$ cat src/rtl/mem_stage_mc.sv
// Multi-cycle data-memory stage: serialises loads/stores into a DEPTH-word array,
// stalling the pipeline for LATENCY cycles and rejecting malformed requests via err.
module mem_stage_mc #(
  parameter int DATA_W     = 16,
  parameter int ADDR_W     = 16,
  parameter int DEPTH_LOG2 = 8,
  parameter int ALIGN_LOG2 = 1,
  parameter int LATENCY    = 2
) (
  input  logic              clk,
  input  logic              rst,
  input  logic [ADDR_W-1:0] addr,
  input  logic [DATA_W-1:0] wdata,
  input  logic              mem_read,
  input  logic              mem_write,
  output logic              stall,
  output logic              done,
  output logic [DATA_W-1:0] rdata,
  output logic              err
);

  localparam int DEPTH = 1 << DEPTH_LOG2;
  localparam int IDX_TOP = ALIGN_LOG2 + DEPTH_LOG2;
  localparam logic [ADDR_W-1:0] ALIGN_MASK = ADDR_W'((1 << ALIGN_LOG2) - 1);
  localparam logic [3:0] CNT_LOAD = 4'(LATENCY - 1);

  typedef enum logic [1:0] {IDLE, BUSY, DONE} state_t;

  state_t                r_state;
  logic [3:0]            r_cnt;
  logic [DEPTH_LOG2-1:0] r_idx;
  logic [DATA_W-1:0]     r_wdata;
  logic                  r_write;
  logic                  r_err;
  logic [DATA_W-1:0]     r_rdata;
  logic [DATA_W-1:0]     r_mem [0:DEPTH-1];

  logic                  w_req;
  logic                  w_bad;
  logic                  w_access;
  logic [DEPTH_LOG2-1:0] w_idx;

  assign w_req    = mem_read | mem_write;
  assign w_idx    = addr[ALIGN_LOG2 +: DEPTH_LOG2];
  assign w_bad    = ((addr & ALIGN_MASK) != '0)
                  | ((addr >> IDX_TOP) != '0)
                  | (mem_read & mem_write);
  assign w_access = (r_state == BUSY) && (r_cnt == 4'd0);

  // Outputs are forced low while reset is held, even if a request is still presented.
  assign stall = rst & (((r_state == IDLE) & w_req) | (r_state == BUSY));
  assign done  = rst & (r_state == DONE);
  assign err   = done & r_err;
  assign rdata = r_rdata;

  always_ff @(posedge clk or negedge rst) begin
    if (!rst) begin
      r_state <= IDLE;
      r_cnt   <= 4'd0;
      r_idx   <= '0;
      r_wdata <= '0;
      r_write <= 1'b0;
      r_err   <= 1'b0;
      r_rdata <= '0;
    end else begin
      case (r_state)
        IDLE: begin
          if (w_req && w_bad) begin
            r_err   <= 1'b1;
            r_state <= DONE;
          end else if (w_req) begin
            r_idx   <= w_idx;
            r_wdata <= wdata;
            r_write <= mem_write;
            r_cnt   <= CNT_LOAD;
            r_state <= BUSY;
          end
        end
        BUSY: begin
          if (r_cnt == 4'd0) begin
            if (!r_write) r_rdata <= r_mem[r_idx];
            r_state <= DONE;
          end else begin
            r_cnt <= r_cnt - 4'd1;
          end
        end
        DONE: begin
          r_err   <= 1'b0;
          r_state <= IDLE;
        end
        default: r_state <= IDLE;
      endcase
    end
  end

  // The array has no reset; reset forces IDLE so an abandoned store can never land.
  always_ff @(posedge clk) begin
    if (w_access && r_write) r_mem[r_idx] <= r_wdata;
  end

endmodule
$ cat config.mk
export PLATFORM = sky130hd
export DESIGN_NAME = mem_stage_mc
export DESIGN_NICKNAME = d
export VERILOG_FILES = /design/src/rtl/mem_stage_mc.sv
export SDC_FILE = /design/constraint.sdc
export NUM_CORES = 2
export LEC_CHECK = 0
export BUFFER_PORTS_ARGS = -buffer_cell sky130_fd_sc_hd__buf_2
export CAP_MARGIN = 20
export CORE_MARGIN = 5
export CORE_UTILIZATION = 55
export CTS_BUF_LIST = sky130_fd_sc_hd__clkbuf_8
export CTS_CLUSTER_DIAMETER = 80
export CTS_CLUSTER_SIZE = 30
export DETAILED_ROUTE_END_ITERATION = 16
export GPL_ROUTABILITY_DRIVEN = 1
export PLACE_DENSITY = 0.73
export REMOVE_ABC_BUFFERS = 1
export SETUP_SLACK_MARGIN = 0.15
export SLEW_MARGIN = 20
export SYNTH_ARGS = -nofsm -noshare
export SYNTH_HDL_FRONTEND = slang
export SYNTH_SLANG_ARGS = --single-unit
$ cat constraint.sdc
create_clock -name clk -period 4.8 [get_ports clk]
set_input_delay 0.72 -clock clk [delete_from_list [all_inputs] [get_ports clk]]
set_output_delay 0.72 -clock clk [all_outputs]
set_load 0.01 [all_outputs]
==> Word level (Yosys, flattened, before mapping) <==
Memories as Yosys holds them, arrays and structs flattened. A register that Yosys moved wholly into a read port is not among the register bits.
Index checks and enable logic that the tools add are counted.
Widths: inputs -> output; s select.
{ "classes": {"add_sub_neg": 1, "eq_ne": 8, "muxes": 12, "bitwise_logic": 11, "reduce_logical": 14} }
{ "ops": {"columns": ["operator", "count"], "rows": [
  ["$reduce_bool 16->1", 1],
  ["$mux 4", 3],
  ["$pmux 4 s2", 1],
  ["$mux 2", 3],
  ["$ne 2x2->1 const B", 3],
  ["$reduce_and 3->1", 2],
  ["$and 1x1->1", 5],
  ["$logic_not 4->1", 1],
  ["$ne 2x1->1 const B", 2],
  ["$or 1x1->1", 4],
  ["$pmux 2 s2", 1],
  ["$reduce_and 2->1", 2],
  ["$reduce_and 4->1", 1],
  ["$reduce_bool 2->1", 2],
  ["$sub 4x1->4 const B", 1],
  ["$logic_and 1x1->1", 3],
  ["$mux 1", 3],
  ["$ne 3x2->1 const B", 1],
  ["$eq 2x1->1 const B", 1],
  ["$eq 2x2->1 const B", 1],
  ["$logic_not 2->1", 1],
  ["$not 1->1", 2],
  ["$pmux 1 s2", 1],
  ["$logic_not 1->1", 1]
]} }
{ "totals": {"reg_bits": 32, "mem_bits_rw": 4096, "input_bits": 36, "output_inout_bits": 19, "elab_cells": 53, "memories": 1} }
{ "mem_list": {"columns": ["memory", "words", "word_bits", "read_ports", "rd_ports_with_merged_regs", "write_ports", "line_no", "source"], "rows": [
  ["r_mem", 256, 16, 1, 1, 1, "36", "logic [DATA_W-1:0] r_mem [0:DEPTH-1];"]
]} }

==> Depth between registers and ports, before layout <==
{ "logic_depth": {"ltp_word": 6, "mapped_depth": 13, "depth_no_buf": 9} }

==> Worst setup path after synthesis <==
OpenSTA, ideal clock, no wires.
{ "synth_timing": {"path_type": "reg-to-reg", "startpoint": "register r_wdata[0]", "endpoint": "memory r_mem[0][0], data pin", "setup_time_ps": 803, "t_arrival_ps": 3179, "required_time_ps": 3997, "setup_slack_ps": 818, "path_stages_with_launch": 1, "path_buffers": 0, "period_less_slack_ps": 3982, "path_cell_list": "dfrtp_1"} }
{ "synth_lines": {"columns": ["item", "line_no", "source"], "rows": [
  ["from (decl)", "32", "logic [DATA_W-1:0] r_wdata;"],
  ["from (signal assigned)", "73", "r_wdata <= wdata;"],
  ["to (decl)", "36", null]
]} }
Straight into the memory's write port.

==> reports/qor.yml <==
synthesis:
  synth_edf_count: 4096
  ys_ff_latch: 4144
  ys_seq_area_share_pct: 77.5
  async_flop_share_pct: 1.16
  synth_flop_cell: "edfxtp_1"
  syn_inst: 7217
  ys_warn_count: 0
  syn_area_per_cell_um2: 22.2
  synthesis.area_um2: 160000
  yosys.cell_types.count: 84
sta:
  setup_viol: 0
  post-route-period-util_pct: 95.9
  hold_slack_ns: 0.0490
  slew_headroom_pct: 10.7
  slew_viol_final: 0
  period_needed_ns: 4.60
  fin_skew_ns: 0.166
  fin_tns_setup_ns: 0
  finalHoldViolCount: 0
  tightest_slew_ns: 1.34
  rsz0062_at_grt: "false"
  fmax_mhz: 217
clock_tree:
  clkTransAtPathRegs_ns: 0.16
  cts_sinks: 4144
  htree_levels: 4
  clock_latency_ns: 1.12
  cts_tree: "built"
  numCtsBuffers: 175
  cts_buffer_depth: 4
  root_buffer: "clkbuf_8"
critical_path:
  arrival_ns: 5.52
  setup.worst_path.start: "r_idx[0]$_DFFE_PN0P_"
  critPathSlowestCell: "dfrtp_4"
  reg2reg_from: "r_idx[0]$_DFFE_PN0P_"
  worst-setup-path-type: "flip-flop to flip-flop"
  worstPathMaxFanout: 34
  end_kind: "flip-flop"
  worstSetupStartpointType: "flip-flop"
  crit_required_ns: 5.71
  max_stage_delay_ns: 1.13
  worstPathCellList: "buf_4 -> mux4_2 -> mux4_2 -> a21oi_1 -> buf_4 -> nor4b_2 -> o22ai_1"
power:
  swShare_pct: 21.3
  p_switching_mw: 12.0
  pwr-share-comb_pct: 4.4
  clkPwrFrac_pct: 25.3
  leakage_nw: 53.2
  seqPwrFrac_pct: 70.3
  vdd_drop_max_v: 0.000330
  power_density_nw_per_um2: 330
  p_int_mw: 44.5
hold_path:
  hp-start: "addr[8]"
  hold_path.class: "primary input to flip-flop"
cells_and_area:
  finalNetCount: 7619
  areaGrowthSynthToFinish_pct: 6.80
  drive_above_1_share_pct: 24.8
global_routing:
  grt_pass1_wl_um: 580000
  grt_pass1_vias: 76600
  antenna_found_initial: 21
  overflow: 0
  grt_max_degree: 201
  grt_util_all_layers_pct: 26.9
floorplanning:
  ios: 55
  core_area_um2: 291000
  rows: 198
  die_area_um2: 302000
  fp.dieW_um: 550
  die_y_um: 550
  initial_core_util_pct: 55.2
place:
  dpl.hpwl_um: 252000
  gp_congestion: 0.893
  port_buffers: 54
drt:
  vias: 78600
  viasPerCell: 6.79
  post-route-drc-count: 0
  antenna_left: 0
  drtPass1Iterations: 6
  drtIter0Drc: 12900
  wl_um: 410000
  routedWlPerCell_um: 35.4
status:
  status: "complete, no violations"
run:
  maxCapViolCount: 0
synth_stat cells (55+ instances only):
library cell	n	area [um2]
buf_2	124	621
a21oi_1	59	295
o22ai_1	89	557
clkbuf_1	104	390
buf_6	86	968
mux2_2	66	743
nor2_1	326	1220
mux4_2	959	21600
a22oi_1	111	833
mux2i_1	343	3430
buf_4	75	563
nand3_1	55	275
edfxtp_1	4096	123000
nand2_1	199	747
power by group through the flow:
stage          registers [mW]  logic [mW]  clock network [mW]
6_report                 39.7        2.48                14.3
3_3_place_gp             40.5        2.39                   0
2_1_floorplan            40.9        2.94                   0
4_1_cts                  39.7        2.46                14.5
3_5_place_dp             40.5        2.43                   0
5_1_grt                  39.7        2.59                15.8
final cells by class:
type / instances / area (um2)
sequential: 4144 / 124000
fill: 20000 / 119000
multi-input combinational: 2645 / 33400
timing repair buffer: 607 / 5330
tap: 3900 / 4880
clock buffer: 182 / 2500
clock inverter: 90 / 772
inverter: 9 / 51.3
antenna: 8 / 20.0
per-stage QoR:
step | instances | cell area [um2] | total power [mW] | setup slack, ns | utilization (%)
2_1_floorplan | 6798 | 157000 | 43.9 | -33.49 | -
3_3_place_gp | 11300 | 168000 | 42.9 | 0.200 | 57.7
3_5_place_dp | 11300 | 168000 | 43.0 | 0.253 | 57.7
4_1_cts | 11600 | 171000 | 56.6 | 0.247 | 58.9
5_1_grt | 11600 | 171000 | 58.1 | 0.210 | 58.9
6_report | 11600 | 171000 | 56.5 | 0.197 | 58.9
worst max-delay path, delay by kind of cell (launching register included):
family,cells,cell delay [ns]
flops,1,1.13
mux,2,1.07
compound gates,2,0.86
simple gates,1,0.56
buf+inv,2,0.71
registers in the layout (all words and copies together), names as in the netlist:
register	cells
r_mem	4096
r_write	1
r_wdata	16
rdata	16
r_err	1
r_state	2
r_idx	8
r_cnt	4
final timing paths:
path                                      endpoint  slack, ns  cells past startpoint
max                          rdata[15]$_DFFE_PN0P_       0.20                      7
min                           r_idx[7]$_DFFE_PN0P_       0.05                      2
max reg2reg                  rdata[15]$_DFFE_PN0P_       0.20                      7
min reg2reg                 r_state[1]$_DFFE_PN0P_       0.55                      1
max in group asynchronous  r_wdata[13]$_DFFE_PN0P_       3.57                      3
min in group asynchronous  r_wdata[15]$_DFFE_PN0P_       0.38                      3
cell families after synthesis:
logic type                 synth area share [%]
muxes                                      16.4
buffers and inverters                      1.77
DFF                                        77.5
adders and majority gates               0.00780
xor gates and xnor gates                0.00546
AOI/OAI and AO/OA                          2.29
and+or+nand+nor                            2.05
metal layers:
| layer | part of all wire (%) | track usage, % | up-vias | wire length (um) |
|---|---|---|---|---|
| met5 | 0.025 | 0 | - | 102 |
| met2 | 47 | 41.5 | 5317 | 193000 |
| li1 | - | - | 30800 | - |
| met3 | 12 | 5.80 | 767 | 47700 |
| met4 | 5.0 | 10.9 | 16 | 20500 |
| met1 | 36 | 38.2 | 41700 | 149000 |
layout by cell type (no fill, tap or decap), drive strengths merged, types with 6 or more instances in the layout:
cell type,Yosys,final
a2111oi,14,14
a211oi,16,16
a21oi,59,59
a221oi,19,19
a22o,12,12
a22oi,111,111
a31o,6,6
a31oi,17,17
a32oi,30,30
and2,14,14
and3,16,16
buf,314,581
bufinv,0,6
clkbuf,105,182
clkinv,0,23
clkinvlp,0,9
dfrtp,48,48
diode,0,8
dlygate4sd3,0,26
edfxtp,4096,4096
inv,9,61
mux2,67,67
mux2i,343,343
mux4,978,978
nand2,199,199
nand2b,12,12
nand3,55,55
nand4,10,10
nand4b,6,6
nor2,327,327
nor2b,25,25
nor3,30,30
nor4,18,18
o211ai,16,16
o21ai,59,59
o221ai,16,16
o22ai,89,89
o31ai,7,7
timing repair:
| action | 4_1_cts | 5_1_grt |
|---|---|---|
| buffers inserted | 0 | 0 |
| gates resized for setup | 0 | 1 |
| hold endpoints to repair | 60 | 0 |
| setup endpoints to repair | 0 | 1 |
| hold buffers | 26 | 0 |
Power figures use the tool's default switching activity.
